## config.mk

```make
export PLATFORM = sky130hd
export DESIGN_NAME = icache_param
export DESIGN_NICKNAME = d
export VERILOG_FILES = /design/src/rtl/icache_param.sv
export SDC_FILE = /design/constraint.sdc
export NUM_CORES = 2
export LEC_CHECK = 0
export CORE_MARGIN = 2
export CORE_UTILIZATION = 57
export CTS_CLUSTER_SIZE = 24
export DETAILED_ROUTE_END_ITERATION = 10
export PLACE_DENSITY_LB_ADDON = 0.05
export SYNTH_ARGS = -nofsm -noshare
export SYNTH_HDL_FRONTEND = slang
export SYNTH_SLANG_ARGS = --single-unit
export TNS_END_PERCENT = 1
```

## constraint.sdc

```tcl
create_clock -name clk -period 12 [get_ports clk]
set_input_delay 2.4 -clock clk [delete_from_list [all_inputs] [get_ports clk]]
set_output_delay 2.4 -clock clk [all_outputs]
set_load 0.05 [all_outputs]
```

## src/rtl/icache_param.sv

```systemverilog
// Set-associative read-only instruction cache: round-robin replacement, line refill
// from backing memory over a beat stream, deferred flush during refill, hit/miss counters.
module icache_param #(
    parameter int unsigned LINE_ADDR_LEN = 3,
    parameter int unsigned SET_ADDR_LEN  = 2,
    parameter int unsigned WAY_CNT       = 2
) (
    input  logic        clk,
    input  logic        rst_n,
    input  logic        rd_req,
    input  logic [31:0] addr,
    input  logic        flush,
    output logic [31:0] rd_data,
    output logic        miss,
    output logic        mem_rd_req,
    output logic [31:0] mem_addr,
    input  logic        mem_rd_valid,
    input  logic [31:0] mem_rd_data,
    output logic [31:0] hit_cnt,
    output logic [31:0] miss_cnt
);
    localparam int unsigned TAG_LEN    = 30 - LINE_ADDR_LEN - SET_ADDR_LEN;
    localparam int unsigned LINE_WORDS = 1 << LINE_ADDR_LEN;
    localparam int unsigned SETS       = 1 << SET_ADDR_LEN;
    localparam int unsigned WAY_W      = (WAY_CNT > 1) ? $clog2(WAY_CNT) : 1;
    localparam int unsigned IDX_LSB    = LINE_ADDR_LEN + 2;
    localparam int unsigned TAG_LSB    = IDX_LSB + SET_ADDR_LEN;

    typedef enum logic [1:0] {IDLE, FILL, FILL_DONE} state_e;

    state_e                    state_q, state_d;
    logic [31-IDX_LSB:0]       fill_line_q, fill_line_d;
    logic [WAY_W-1:0]          victim_q, victim_d;
    logic [LINE_ADDR_LEN-1:0]  beat_q, beat_d;
    logic                      flush_pend_q, flush_pend_d;
    logic [31:0]               hit_cnt_q, miss_cnt_q;

    logic [WAY_CNT-1:0]        valid_q [SETS];
    logic [TAG_LEN-1:0]        tag_q   [SETS][WAY_CNT];
    logic [31:0]               data_q  [SETS][WAY_CNT][LINE_WORDS];
    logic [WAY_W-1:0]          ptr_q   [SETS];

    logic [LINE_ADDR_LEN-1:0]  req_off;
    logic [SET_ADDR_LEN-1:0]   req_set;
    logic [TAG_LEN-1:0]        req_tag;
    logic [SET_ADDR_LEN-1:0]   fill_set;
    logic [TAG_LEN-1:0]        fill_tag;
    logic                      way_hit, hit, flush_act, start_fill;
    logic                      addr_unused;

    assign req_off     = addr[IDX_LSB-1:2];
    assign req_set     = addr[TAG_LSB-1:IDX_LSB];
    assign req_tag     = addr[31:TAG_LSB];
    assign addr_unused = ^addr[1:0];
    assign fill_set    = fill_line_q[SET_ADDR_LEN-1:0];
    assign fill_tag    = fill_line_q[31-IDX_LSB:SET_ADDR_LEN];

    always_comb begin
        way_hit = 1'b0;
        rd_data = '0;
        for (int unsigned w = 0; w < WAY_CNT; w++) begin
            if (valid_q[req_set][WAY_W'(w)] && tag_q[req_set][WAY_W'(w)] == req_tag) begin
                way_hit = 1'b1;
                rd_data = data_q[req_set][WAY_W'(w)][req_off];
            end
        end
    end

    // A pending flush is served in the first IDLE cycle and takes priority over lookup.
    assign flush_act  = (state_q == IDLE) && (flush || flush_pend_q);
    assign hit        = (state_q == IDLE) && rd_req && !flush_act && way_hit;
    assign start_fill = (state_q == IDLE) && rd_req && !flush_act && !way_hit;
    assign miss       = (state_q != IDLE) || flush_act || (rd_req && !way_hit);
    assign mem_rd_req = (state_q == FILL);
    assign mem_addr   = {fill_line_q, {IDX_LSB{1'b0}}};
    assign hit_cnt    = hit_cnt_q;
    assign miss_cnt   = miss_cnt_q;

    always_comb begin
        state_d      = state_q;
        fill_line_d  = fill_line_q;
        victim_d     = victim_q;
        beat_d       = beat_q;
        flush_pend_d = flush_pend_q;
        case (state_q)
            IDLE: begin
                if (flush_act) begin
                    flush_pend_d = 1'b0;
                end else if (start_fill) begin
                    state_d     = FILL;
                    fill_line_d = addr[31:IDX_LSB];
                    victim_d    = ptr_q[req_set];
                    beat_d      = '0;
                end
            end
            FILL: begin
                if (flush) flush_pend_d = 1'b1;
                if (mem_rd_valid) begin
                    beat_d = beat_q + 1'b1;
                    if (&beat_q) state_d = FILL_DONE;
                end
            end
            FILL_DONE: begin
                if (flush) flush_pend_d = 1'b1;
                state_d = IDLE;
            end
            default: state_d = IDLE;
        endcase
    end

    always_ff @(posedge clk or negedge rst_n) begin
        if (!rst_n) begin
            state_q      <= IDLE;
            fill_line_q  <= '0;
            victim_q     <= '0;
            beat_q       <= '0;
            flush_pend_q <= 1'b0;
            hit_cnt_q    <= '0;
            miss_cnt_q   <= '0;
            for (int unsigned s = 0; s < SETS; s++) valid_q[SET_ADDR_LEN'(s)] <= '0;
        end else begin
            state_q      <= state_d;
            fill_line_q  <= fill_line_d;
            victim_q     <= victim_d;
            beat_q       <= beat_d;
            flush_pend_q <= flush_pend_d;
            if (hit && hit_cnt_q != '1)         hit_cnt_q  <= hit_cnt_q + 1'b1;
            if (start_fill && miss_cnt_q != '1) miss_cnt_q <= miss_cnt_q + 1'b1;
            if (flush_act) begin
                for (int unsigned s = 0; s < SETS; s++) valid_q[SET_ADDR_LEN'(s)] <= '0;
            end else if (state_q == FILL_DONE) begin
                valid_q[fill_set][victim_q] <= 1'b1;
            end
        end
    end

    // Line data and tags carry no reset; valid bits alone gate their use.
    always_ff @(posedge clk) begin
        if (state_q == FILL && mem_rd_valid) data_q[fill_set][victim_q][beat_q] <= mem_rd_data;
        if (state_q == FILL_DONE)            tag_q[fill_set][victim_q]          <= fill_tag;
    end

    if (WAY_CNT > 1) begin : g_rr
        always_ff @(posedge clk or negedge rst_n) begin
            if (!rst_n) begin
                for (int unsigned s = 0; s < SETS; s++) ptr_q[SET_ADDR_LEN'(s)] <= '0;
            end else if (flush_act) begin
                for (int unsigned s = 0; s < SETS; s++) ptr_q[SET_ADDR_LEN'(s)] <= '0;
            end else if (state_q == FILL_DONE) begin
                ptr_q[fill_set] <= ptr_q[fill_set] + 1'b1;
            end
        end
    end else begin : g_dm
        always_comb begin
            for (int unsigned s = 0; s < SETS; s++) ptr_q[SET_ADDR_LEN'(s)] = '0;
        end
    end
endmodule

```

======== Word-level counts from Yosys, hierarchy flattened ========
Memory sizes are Yosys's and may differ from the RTL's.
Index checks and enable logic that the tools add are counted.
storage, ports and cells
  bits in writable memories ............... 2248
  input port bits ......................... 69
  output and inout port bits .............. 130
  memories ................................ 2
  bits in registers ....................... 110
cells by class
  bitwise logic cells ..................... 7
  $lt $le $gt $ge ......................... 10
  equality and inequality tests ........... 12
  add/subtract/negate cells ............... 4
  reduce and logical (&&, ||, !) cells .... 31
  muxes and demuxes ....................... 52
memory list
  memory  depth  bits a word  read ports  clocked after Yosys merged registers in  wr ports  RTL line  RTL
  data_q  4      512          1           0                                        1         40        logic [31:0] data_q [SETS][WAY_CNT][LINE_WORDS];
  tag_q   4      50           1           0                                        1         39        logic [TAG_LEN-1:0] tag_q [SETS][WAY_CNT];
operator list
  operator               number
  $mux 512               1
  $demux 256 s1          1
  $mux 256               1
  $mux 32                7
  $bmux 32 s3            2
  $demux 32 s3           1
  $add 32x1->32 const B  2
  $ne 32x32->1 const B   2
  $eq 25x25->1           2
  $mux 50                1
  $demux 25 s1           1
  $mux 25                1
  $mux 8                 2
  $logic_and 1x1->1      15
  $mux 2                 7
  $mux 1                 12
  $mux 3                 3
  $reduce_and 3->1       3
  $ge 4x4->1 const B     2
  $mux 4                 2
  $not 3->4              2
  $or 8x8->8             1
  $reduce_and 4->1       2
  $reduce_bool 2->1      4
  other kinds (29)       39

======== Longest topological paths before layout ========
  word-level depth ........................ 12
  depth in mapped cells ................... 13

======== Worst setup path after synthesis ========
OpenSTA, ideal clock, no wires.
  kind .................................... input-to-output
  start ................................... in addr[6]
  end ..................................... out rd_data[10]
  setup slack ............................. 3907 ps
  stages on the path ...................... 10
  arrival time ............................ 5693 ps
  data required time ...................... 9600 ps
  cells stage by stage .................... buf_4 > buf_2 > buf_2 > mux2i_1 > xnor2_1 > o21ai_0 > nor4bb_1 > nand4_1 > clkbuf_1 > o31ai_1
on the way
  cells in the longest elaborated chain, start to end .. 7
  elaborated cells between the ends (all ways) .. 18
ends and longest elaborated chain
  element                                                RTL line  RTL
  from (decl)                                            11        input logic [31:0] addr,
  branches (longest 6 deep; another with $mem_v2 4x512)  --
  $mux 32 (*)                                            62        if (valid_q[req_set][WAY_W'(w)] && tag_q[req_set][WAY_W'(w)] == req_tag) begin
  to (decl)                                              13        output logic [31:0] rd_data,
Every way passes the cells marked *. The select of a mux whose other input is x is not followed.

======== Worst setup path in the final report ========
  start ................................... in addr[5]
  end ..................................... out rd_data[8]
Same word-level chain as after synthesis.

==> metrics.md <==
| Metric | Value |
|---|---|
| Status | completed |
| Setup crit start kind | primary input |
| Placed insts | 6145 |
| Design Area, Final | 103400 um2 |
| Row count | 147 |
| IO buf count | 191 |
| Area delta synth->final | 13.01% |
| Yosys Warn Count | 0 |
| Hold Crit Endpoint | miss_cnt[5] |
| Final std cells w/o fill | 6573 |
| Top Usage Layer GRT | met2 |
| CP Cell Sequence | buf_8 -> buf_4 -> mux4_2 -> xnor2_1 -> nor4bb_1 -> nand4_1 -> buf_4 -> o31ai_1 -> clkdlybuf4s50_1 |
| Final setup vio count | 0 |
| Largest delay share family, worst path | buffers and inverters |
| Post-synth ARST share | 4.665% |
| Worst Path Buf+Inv | 4 |
| TritonCTS Sinks | 2358 |
| Drt drc | 0 |
| Main synth FF type | edfxtp_1 |
| Cell taking the most area after synthesis | edfxtp_1 |
| Vias in the first global route | 43311 |
| Slew Limit Fails | 0 |
| Min Tclk post-route | 10.13 ns |
| Starting Density | 57.21% |
| Crit path required time | 9.60 ns |
| Area after DPL | 96420 um2 |
| Slew of the pin with the lowest slew margin | 1.221 ns |
| R2R Setup Slk | 8.35 ns |
| Critical R2R Launch | tag_q[2][24] |
| Drt total wl | 213800 um |
| Chip Width | 404.7 um |
| Post-synth cell types | 70 |
| Number of CTS-inserted buffers | 228 |
| Final setup TNS | 0 ns |
| Worst Path Arrival | 7.73 ns |
| Register area share after synthesis | 76.75% |
| Critical path start-end classification | in2out |
| Max Fclk | 0.09870 GHz |
| Vias per cell | 6.435 |
| Setup Buffers After CTS | 0 |
| Setup crit end kind | output pin |
| Core area | 160000 um2 |
| Remaining antenna violation count after routing | 0 |
| Mean Syn Cell Area | 23.05 um2 |
| CTS root buf | clkbuf_16 |
| MaxCap Viol Count | 0 |
| VDD IR max | 0.1639 mV |
| GP Congestion | 0.7803 |
| Total GRT Usage | 26.68% |
| Worst Path Max Fanout | 55 |
| Clock transition at path regs | 0.06 ns |
| Number of H-tree levels | 4 |
| WHS Path Cells | 1 |
| Yosys top cell area share | 73.74% |
| Critical Path Source | addr[5] |
| CP max stage delay | 1.08 ns |
| Die ar. | 163800 um2 |
| Detail Placement HPWL | 110600 um |
| Final Core Density | 64.65% |
| Top-count cell post-synth | edfxtp_1 |
| Grt total ovfl | 0 |
| Largest net degree at the start of global routing | 119 |
| Hold buffer count at CTS | 0 |
| Via count | 42298 |
| PwrDens | 170.4 nW/um2 |
| Post-synth EDFFs | 2248 |
| Fillers | 10554 |
| Drt pass-1 iters | 5 |
| Crit path top cell by count | buf_4 |
| Wire length per cell | 32.52 um |
| Worst Skew | 0.02094 ns |
| Cts repair resizes | 0 |
| Reg2Reg Depth | 10 |
| I/O Pins | 199 |
| Grt met3 use | 5.029% |
| Number of antenna violations at the first check in global routing | 19 |
| Layout net count | 4367 |
| First DRT Iteration DRCs | 4463 |
| Crit path depth | 9 |
| Clock latency on the worst-skew pair | 0.84 ns |
| P_leak | 32.77 nW |
| Hold WS | 0.4872 ns |
| Commonest cells post-synth | 2248 x edfxtp_1, 656 x mux4_2, 113 x clkbuf_1 |
| Max Root-Sink Buffers | 3 |
| R2r endpoint | fill_line_q[10] |
| HP Class | reg2reg |
| Share of cells above drive strength 1 | 27.91% |
| TritonCTS clock tree | done |
| Fin crit share | 84.43% |
| RSZ-0062 raised after global routing | false |
| Relative slew slack | 17.93% |
| Met1 Track Usage GR | 39.02% |
| Hold wc startpoint | miss_cnt[5] |
| Multi-input gate area | 20900 um2 |
| Post-synthesis cell count | 3972 |
| Die height | 404.7 um |
| First-pass GRT wire length | 308400 um |
| Post-synthesis register bit count | 2358 |
| Crit path max-delay cell type | o31ai_1 |
| Post-Syn Area | 91540 um2 |
| Register area | 70260 um2 |
| GR Util met2 | 42.34% |
| Area contributors post-synth | edfxtp_1 74%, mux4_2 16%, dfrtp_1 3.0% |
| Hold Vio Cnt, Final | 0 |
registers in the layout, indices dropped and copies added (netlist names):
| signal | cells |
|---|---|
| beat_q | 3 |
| data_q | 2048 |
| fill_line_q | 27 |
| flush_pend_q | 1 |
| hit_cnt | 32 |
| miss_cnt | 32 |
| ptr_q | 4 |
| state_q | 2 |
| tag_q | 200 |
| valid_q | 8 |
| victim_q | 1 |
cell families (layout without fill, tap and decap cells):
family / Yosys count / in the layout / synth area share [%]
adders and majority gates: 9 / 9 / 0.1230
DFF: 2358 / 2358 / 76.75
buffers and inverters: 222 / 725 / 1.043
and+or+nand+nor: 374 / 374 / 2.054
other: 1 / 13 / 0.004097
muxes: 806 / 806 / 18.17
AOI/OAI and AO/OA: 85 / 85 / 0.7204
xor gates and xnor gates: 117 / 117 / 1.136
stage by stage:
stage	setup slack, ns	total power (W)
floorplan	3.907	0.01040
global placement	1.925	0.01102
detailed placement	1.900	0.01105
CTS	1.858	0.01776
global route	1.452	0.01815
finish	1.868	0.01763
layout by cell type, fill, tap and decap left out, types with 66 or more instances in the layout:
master,count
xnor2_1,66
mux2i_1,70
nor2_4,70
clkbuf_16,231
buf_4,98
nand2_1,84
edfxtp_1,2248
mux4_2,656
clkdlybuf4s50_1,153
dfrtp_1,110
power by group:
group	internal, W	total, W	switching, W
sequential	0.00928	0.00944	0.000153
combinational	0.000490	0.00142	0.000934
clock	0.00379	0.00677	0.00298
total	0.0136	0.0176	0.00407
layer usage:
metal / part of all wire (%) / vias to the layer above
li1: - / 17481
met4: 2.1 / 14
met3: 8.1 / 270
met2: 49 / 1658
met1: 41 / 22875
met5: 0.040 / -
worst max path at each step:
| stage | slack [ns] | end |
|---|---|---|
| 6_report | 1.87 | rd_data[8] |
| 5_1_grt | 1.45 | rd_data[8] |
| 4_1_cts | 1.86 | rd_data[8] |
| 3_5_place_dp | 1.90 | rd_data[8] |
| 3_3_place_gp | 1.92 | rd_data[8] |
| 2_1_floorplan | 3.91 | rd_data[10] |
area by class of cell:
class	count	share of cell area, %
diodes	8	0.01935
clock buffers	292	5.858
clock inverters	128	0.9168
inverters	12	0.04354
multi-input cells	1396	20.20
flip-flops and latches	2358	67.92
well taps	2086	2.523
repair buffers	293	2.519
Power figures use the tool's default switching activity.
